<file path="config.mk">
export PLATFORM = sky130hd
export DESIGN_NAME = apb_pwm_capture_flat
export DESIGN_NICKNAME = d
export VERILOG_FILES = /design/src/rtl/apb_pwm_capture_if.sv /design/src/rtl/apb_pwm_capture.sv /design/src/flat_wrapper.sv
export SDC_FILE = /design/constraint.sdc
export NUM_CORES = 1
export LEC_CHECK = 0
export ABC_AREA = 1
export BUFFER_PORTS_ARGS = -buffer_cell sky130_fd_sc_hd__buf_2
export CORE_MARGIN = 2
export CORE_UTILIZATION = 50
export DETAILED_ROUTE_END_ITERATION = 7
export HOLD_SLACK_MARGIN = 0.05
export PLACE_DENSITY = 0.76
export SLEW_MARGIN = 20
export SYNTH_ARGS = -nofsm -noshare
export SYNTH_HDL_FRONTEND = slang
export SYNTH_SLANG_ARGS = --single-unit
</file>
<file path="constraint.sdc">
create_clock -name PCLKG -period 2.4 [get_ports PCLKG]
set_input_delay 0.24 -clock PCLKG [delete_from_list [all_inputs] [get_ports PCLKG]]
set_output_delay 0.24 -clock PCLKG [all_outputs]
set_load 0.01 [all_outputs]
</file>
<file path="src/rtl/apb_pwm_capture_if.sv">
// APB bus bundle for the PWM input-capture peripheral.
// The master drives select/address/control/write data; the slave returns read data and handshake.
interface apb_pwm_capture_if;
    logic        PSEL;
    logic [15:0] PADDR;
    logic        PENABLE;
    logic        PWRITE;
    logic [31:0] PWDATA;
    logic [31:0] PRDATA;
    logic        PREADY;
    logic        PSLVERR;

    modport master (
        output PSEL, PADDR, PENABLE, PWRITE, PWDATA,
        input  PRDATA, PREADY, PSLVERR
    );

    modport slave (
        input  PSEL, PADDR, PENABLE, PWRITE, PWDATA,
        output PRDATA, PREADY, PSLVERR
    );
endinterface

</file>
<file path="src/rtl/apb_pwm_capture.sv">
// APB input-capture unit: measures period and high time of CAP_IN in PCLKG cycles,
// with done/overrun/timeout status and a maskable level interrupt.
module apb_pwm_capture #(
    parameter int CNT_W       = 32,
    parameter int SYNC_STAGES = 2
) (
    input  logic             PCLKG,
    input  logic             PRESETn,
    apb_pwm_capture_if.slave apb,
    input  logic             CAP_IN,
    output logic             CAPINT
);

    typedef enum logic [1:0] {IDLE, HI, LO} state_t;

    localparam logic [9:0] OFF_CTRL    = 10'h000;
    localparam logic [9:0] OFF_STATUS  = 10'h001;
    localparam logic [9:0] OFF_PERIOD  = 10'h002;
    localparam logic [9:0] OFF_HIGH    = 10'h003;
    localparam logic [9:0] OFF_TIMEOUT = 10'h004;
    localparam logic [CNT_W-1:0] CNT_MAX = '1;

    state_t                 state_q, state_d;
    logic [2:0]             ctrl_q;      // {inv, int_en, en}
    logic [2:0]             status_q;    // {tmo, ovr, done}
    logic [CNT_W-1:0]       period_q, high_q, timeout_q, high_tmp_q, cnt_q;
    logic [SYNC_STAGES-1:0] sync_q;
    logic                   prev_q;

    logic       wr_setup, ctrl_wr, status_wr, timeout_wr;
    logic [9:0] word;
    logic       ctrl_en, ctrl_int_en, ctrl_inv;
    logic       sig, rise, fall, tmo_hit;
    logic       capture, hi_latch, tmo_evt;
    logic [2:0] status_set, status_clr;
    logic [31:0] rdata;
    logic       unused_bits;

    assign ctrl_en     = ctrl_q[0];
    assign ctrl_int_en = ctrl_q[1];
    assign ctrl_inv    = ctrl_q[2];

    assign word       = apb.PADDR[11:2];
    assign wr_setup   = apb.PSEL & apb.PWRITE & ~apb.PENABLE;
    assign ctrl_wr    = wr_setup && (word == OFF_CTRL);
    assign status_wr  = wr_setup && (word == OFF_STATUS);
    assign timeout_wr = wr_setup && (word == OFF_TIMEOUT);

    assign apb.PREADY  = 1'b1;
    assign apb.PSLVERR = 1'b0;
    assign unused_bits = &{1'b0, apb.PADDR[15:12], apb.PADDR[1:0], apb.PWDATA};

    // Polarity is applied after the synchronizer so INV never touches the metastable stages.
    assign sig  = sync_q[SYNC_STAGES-1] ^ ctrl_inv;
    assign rise = sig & ~prev_q;
    assign fall = ~sig & prev_q;

    assign tmo_hit = (timeout_q != '0) && (cnt_q == timeout_q) && !rise && !fall;

    always_comb begin
        // NOTE: every combinational output gets a default first so no path leaves it unassigned (no latch).
        state_d  = state_q;
        capture  = 1'b0;
        hi_latch = 1'b0;
        tmo_evt  = 1'b0;
        unique case (state_q)
            IDLE: if (ctrl_en && rise) state_d = HI;
            HI: begin
                if (fall) begin
                    state_d  = LO;
                    hi_latch = 1'b1;
                end else if (tmo_hit) begin
                    state_d = IDLE;
                    tmo_evt = 1'b1;
                end
            end
            LO: begin
                if (rise) begin
                    state_d = HI;
                    capture = 1'b1;
                end else if (tmo_hit) begin
                    state_d = IDLE;
                    tmo_evt = 1'b1;
                end
            end
            default: state_d = IDLE;
        endcase
        // Disabling or reprogramming abandons the measurement in progress.
        if (!ctrl_en || ctrl_wr) begin
            state_d  = IDLE;
            capture  = 1'b0;
            hi_latch = 1'b0;
            tmo_evt  = 1'b0;
        end
    end

    assign status_set = {tmo_evt, capture & status_q[0], capture};
    assign status_clr = status_wr ? apb.PWDATA[2:0] : 3'b000;

    always_ff @(posedge PCLKG or negedge PRESETn) begin
        if (!PRESETn) begin
            state_q    <= IDLE;
            ctrl_q     <= '0;
            status_q   <= '0;
            period_q   <= '0;
            high_q     <= '0;
            timeout_q  <= '0;
            high_tmp_q <= '0;
            cnt_q      <= '0;
            sync_q     <= '0;
            prev_q     <= 1'b0;
            CAPINT     <= 1'b0;
        end else begin
            // NOTE: sequential state uses non-blocking assignments so every flop samples pre-edge values.
            state_q <= state_d;
            sync_q  <= {sync_q[SYNC_STAGES-2:0], CAP_IN};
            prev_q  <= sig;

            if (ctrl_wr)    ctrl_q    <= apb.PWDATA[2:0];
            if (timeout_wr) timeout_q <= apb.PWDATA[CNT_W-1:0];

            if (ctrl_wr)                 cnt_q <= '0;
            else if (rise)               cnt_q <= CNT_W'(1);
            else if (state_q == IDLE)    cnt_q <= '0;
            else if (cnt_q != CNT_MAX)   cnt_q <= cnt_q + CNT_W'(1);

            if (hi_latch) high_tmp_q <= cnt_q;
            // PERIOD and HIGH update together so software always reads a coherent pair.
            if (capture) begin
                period_q <= cnt_q;
                high_q   <= high_tmp_q;
            end

            status_q <= (status_q & ~status_clr) | status_set;
            CAPINT   <= ctrl_int_en & (|status_q);
        end
    end

    always_comb begin
        rdata = '0;
        if (apb.PSEL && !apb.PWRITE) begin
            case (word)
                OFF_CTRL:    rdata = {29'b0, ctrl_q};
                OFF_STATUS:  rdata = {29'b0, status_q};
                OFF_PERIOD:  rdata = 32'(period_q);
                OFF_HIGH:    rdata = 32'(high_q);
                OFF_TIMEOUT: rdata = 32'(timeout_q);
                default:     rdata = '0;
            endcase
        end
    end

    assign apb.PRDATA = rdata;

endmodule

</file>
<file path="src/flat_wrapper.sv">
// flat-port wrapper written by rule: the top's interface ports become plain ports
module apb_pwm_capture_flat 
#(
    parameter int CNT_W       = 32,
    parameter int SYNC_STAGES = 2
)
  (PCLKG, PRESETn, CAP_IN, CAPINT, apb_PSEL, apb_PADDR, apb_PENABLE, apb_PWRITE, apb_PWDATA, apb_PRDATA, apb_PREADY, apb_PSLVERR);
  apb_pwm_capture_if apb_i ();
  input  logic PCLKG;
  input  logic PRESETn;
  input  logic CAP_IN;
  output logic CAPINT;
  input wire logic [$bits(apb_i.PSEL)-1:0] apb_PSEL;
  input wire logic [$bits(apb_i.PADDR)-1:0] apb_PADDR;
  input wire logic [$bits(apb_i.PENABLE)-1:0] apb_PENABLE;
  input wire logic [$bits(apb_i.PWRITE)-1:0] apb_PWRITE;
  input wire logic [$bits(apb_i.PWDATA)-1:0] apb_PWDATA;
  output wire logic [$bits(apb_i.PRDATA)-1:0] apb_PRDATA;
  output wire logic [$bits(apb_i.PREADY)-1:0] apb_PREADY;
  output wire logic [$bits(apb_i.PSLVERR)-1:0] apb_PSLVERR;
  assign apb_i.PSEL = apb_PSEL;
  assign apb_i.PADDR = apb_PADDR;
  assign apb_i.PENABLE = apb_PENABLE;
  assign apb_i.PWRITE = apb_PWRITE;
  assign apb_i.PWDATA = apb_PWDATA;
  assign apb_PRDATA = apb_i.PRDATA;
  assign apb_PREADY = apb_i.PREADY;
  assign apb_PSLVERR = apb_i.PSLVERR;
  apb_pwm_capture #(.CNT_W(CNT_W), .SYNC_STAGES(SYNC_STAGES)) u_core (.PCLKG(PCLKG), .PRESETn(PRESETn), .apb(apb_i), .CAP_IN(CAP_IN), .CAPINT(CAPINT));
endmodule
</file>
==> results.txt <==
The run finished, with violations left. The final reports fail on design-rule violations. The run gives 60 as the maximum number of pins on one net before global-route repair. STA puts the critical path data required time at 2.74 ns. Data arrives at the worst endpoint at 2.53 ns. Counting flops and latches in the post-synthesis netlist gives 172. Between clock sinks in the finished design, the worst skew comes to 0.00706 ns. Post-CTS setup repair buffer count: 0.

When the netlist entered floorplanning its net count stood at 1102. The tools report the initial antenna violation count as 0. TritonCTS built the clock tree. CTS placed an instance of sky130_fd_sc_hd__clkbuf_16 at the clock tree root. The via count of the first global-routing pass was 7642; the growth of design area from synthesis to finish was 19.0%. The area of the core came out at 0.0173 mm2. The floorplan step defined a die boundary enclosing 0.0188 mm2. The wire length of the first global-routing pass was 39500 um. The count of endpoints failing setup in the final report was 0. Transition time at the pin with the least slew margin: 0.578 ns. The library cell occupying the most area in the post-synthesis netlist is sky130_fd_sc_hd__dfrtp_1. Clock-pin slew on the worst setup and hold paths: 0.07 ns. The max-slew violation count is 0, and the worst relative slew slack is 61.5%. Before antenna repair, the detailed router went through 8 iterations.

For this design the ratio of total power to cell area is 567 mW/mm2. Number of distinct library cells after synthesis: 43. In this run the most critical hold path is launched from apb_PWDATA[26]. Ranked by instance count, the synthesized netlist is headed by sky130_fd_sc_hd__nand2_1, sky130_fd_sc_hd__dfrtp_1, sky130_fd_sc_hd__inv_1, sky130_fd_sc_hd__nor2_1, sky130_fd_sc_hd__o21ai_0. The tool flagged a number of max-cap violations equal to 0. Global routing used 27.3% of the available tracks across all layers. The synthesized netlist occupies a cell area of 0.00885 mm2.

The run gives 0 as the antenna violation net count after detailed routing. The type of the worst min-delay path is input pin to flip-flop. Number of buffers inserted by port buffering: 80. In the final layout, the share of cells above drive strength 1 is 17.0%.

The number of antenna diodes in the final layout is 0. The share of the clock period used by the worst path after layout is 91.3%. The average cell area after synthesis is 8.49 um2. The logs give 24200 um for the overall routed net length and 628 for the initial detailed-routing violation count. The initial utilization of the core area, before any placement, comes to 51.2%. The smallest clock period supported by the final layout is computed as 2.19 ns. The total vias in the final route is 7741, and the standby leakage power is 4.91 nW.

In this run the core area contains 48 standard-cell rows. Summed over its instances, the top area cell type makes up 48.6% of the synthesized netlist area. The chip width came out at 137 um.

The most common flop cell mapped by yosys was sky130_fd_sc_hd__dfrtp_1. Yosys mapped a number of flops with a built-in enable equal to 0. In the synthesized netlist the async set-or-reset flop fraction comes to 100%.

The floorplan step set the die height to 137 um. The beginning of the worst register-to-register path is u_core.cnt_q[0]$_DFFE_PN0P_. The tools report the total clock sinks as 172. The start point of the critical path was u_core.cnt_q[0]$_DFFE_PN0P_. In the post-synthesis netlist, the cell with the most instances is sky130_fd_sc_hd__nand2_1. The worst setup path category was flip-flop to flip-flop.

The H-tree was split into 4 levels. The clock passes through at most 2 buffers. The worst setup path is captured at a flip-flop. Yosys attributes the largest share of cell area to sky130_fd_sc_hd__dfrtp_1, sky130_fd_sc_hd__nand2_1, sky130_fd_sc_hd__inv_1.

After detailed routing, the number of vias per cell comes to 5.54. The congestion estimate from routability-driven global placement came to 1.03. Setup repair after global routing left no endpoint under its margin. Of the synthesized area, sequential elements account for 48.6%. The average routed wire per standard cell works out to 17.3 um. The run gives 17200 um as the detailed placement HPWL. The sum of negative setup slack came out at 0 ns. The worst setup path is launched from a flip-flop.

The final layout contains 1221 nets. The gate count after technology mapping is 1043, and the TritonCTS buffer count is 17. On the final layout, the worst hold slack is 0.0549 ns. For this run, design rule violations remaining after detail routing come to 3. The highest fanout seen on the critical path works out to 10. Yosys printed 0 warnings.

Once placement finished, the instance area stood at 0.00964 mm2. Peak supply drop: 0.751 mV. The achievable frequency is 0.456 GHz, and the clock insertion delay at the later pin of the skew report is 0.43 ns. After routing the design area is 0.0105 mm2. Pin placement for this block handled 89 I/O pins. For the number of failing hold endpoints at the final stage, the log shows 0. For the remaining global-route overflow, the log shows 0.
-- final timing paths --
path / end / slack (ns) / cells past startpoint
max in group asynchronous: u_core.cnt_q[26]$_DFFE_PN0P_ / 1.41 / 3
min: u_core.timeout_q[26]$_DFFE_PN0P_ / 0.05 / 2
max: u_core.cnt_q[25]$_DFFE_PN0P_ / 0.21 / 10
max reg2reg: u_core.cnt_q[25]$_DFFE_PN0P_ / 0.21 / 10
min in group asynchronous: u_core.high_q[8]$_DFFE_PN0P_ / 0.36 / 2
min reg2reg: u_core.sync_q[1]$_DFF_PN0_ / 0.35 / 0
-- final cells by class --
| cell class | count | area (um2) |
|---|---|---|
| clock buffer | 21 | 460 |
| clock inverter | 9 | 139 |
| fill | 1513 | 6760 |
| inverter | 110 | 413 |
| multi-input combinational | 718 | 3900 |
| sequential | 172 | 4300 |
| tap | 225 | 282 |
| timing repair buffer | 143 | 1040 |
-- registers in the layout, indices dropped and copies added, names as in the netlist --
| register | flops |
|---|---|
| u_core.CAPINT | 1 |
| u_core.cnt_q | 32 |
| u_core.ctrl_q | 3 |
| u_core.high_q | 32 |
| u_core.high_tmp_q | 32 |
| u_core.period_q | 32 |
| u_core.prev_q | 1 |
| u_core.state_q | 2 |
| u_core.status_q | 3 |
| u_core.sync_q | 2 |
| u_core.timeout_q | 32 |
-- power breakdown --
| part | switching, mW | internal (mW) |
|---|---|---|
| combinational | 0.130 | 0.0901 |
| clock | 1.15 | 1.69 |
| sequential | 0.00659 | 2.90 |
| total | 1.29 | 4.68 |
-- through the flow --
| step | std cells | util [%] | power [mW] | setup WS (ns) |
|---|---|---|---|---|
| 2_1_floorplan | 1043 | - | 3.02 | 0.577 |
| 3_3_place_gp | 1339 | 55.7 | 3.15 | 0.233 |
| 3_5_place_dp | 1339 | 55.7 | 3.15 | 0.240 |
| 4_1_cts | 1398 | 60.9 | 6.00 | 0.200 |
| 5_1_grt | 1398 | 60.9 | 6.16 | 0.0183 |
| 6_report | 1398 | 60.9 | 5.97 | 0.208 |
-- logic make-up after synthesis --
family / synth area share, %
flops: 48.6
xor+xnor: 2.67
mux: 7.76
simple gates: 22.3
compound gates: 10.5
buf+inv: 7.39
fa+ha+maj: 0.707
other cells: 0.0848
-- placed cells by master (no fill, tap or decap), types with 3 or more instances in the layout --
cell and n:
sky130_fd_sc_hd__nand2_1 255, sky130_fd_sc_hd__dfrtp_1 172, sky130_fd_sc_hd__inv_1 103, sky130_fd_sc_hd__nor2_1 90, sky130_fd_sc_hd__buf_2 79, sky130_fd_sc_hd__o21ai_0 66, sky130_fd_sc_hd__nand4_1 40, sky130_fd_sc_hd__mux2_2 34
sky130_fd_sc_hd__nand3_1 32, sky130_fd_sc_hd__o21ai_1 32, sky130_fd_sc_hd__dlygate4sd3_1 29, sky130_fd_sc_hd__mux2_1 27, sky130_fd_sc_hd__buf_4 27, sky130_fd_sc_hd__a31oi_1 22, sky130_fd_sc_hd__a21oi_1 21, sky130_fd_sc_hd__xnor2_1 20
sky130_fd_sc_hd__clkbuf_16 17, sky130_fd_sc_hd__nor3_1 15, sky130_fd_sc_hd__o22ai_1 15, sky130_fd_sc_hd__xor2_1 7, sky130_fd_sc_hd__buf_12 7, sky130_fd_sc_hd__inv_2 5, sky130_fd_sc_hd__nor2_2 5, sky130_fd_sc_hd__o41ai_1 4
sky130_fd_sc_hd__ha_1 4, sky130_fd_sc_hd__nand2_4 3, sky130_fd_sc_hd__nor4_1 3, sky130_fd_sc_hd__clkinvlp_4 3, sky130_fd_sc_hd__bufinv_16 3
-- routing by layer --
metal  track usage, %  part of all wire, %
met5                0                    0
met4             8.99                  2.6
met3             4.33                  5.8
met2             45.4                   48
met1             36.4                   44
-- worst max-delay path, cell delays in order, from the launching register on --
cell and delay [ns]:
sky130_fd_sc_hd__dfrtp_1 0.44, sky130_fd_sc_hd__ha_2 0.27, sky130_fd_sc_hd__nand2_1 0.14, sky130_fd_sc_hd__nor2_1 0.18, sky130_fd_sc_hd__nand2_1 0.14, sky130_fd_sc_hd__inv_2 0.10, sky130_fd_sc_hd__nand3_1 0.12, sky130_fd_sc_hd__nor3_2 0.17
sky130_fd_sc_hd__nand4_2 0.21, sky130_fd_sc_hd__buf_4 0.24, sky130_fd_sc_hd__o21ai_0 0.10
-- what timing repair did --
| action | 4_1_cts | 5_1_grt |
|---|---|---|
| hold buffers | 29 | 0 |
| endpoints found under the setup margin | 0 | 2 |
| resized for setup | 0 | 1 |
| hold endpoints to repair | 84 | 0 |
No activity file was read; power rests on OpenSTA's default activity.
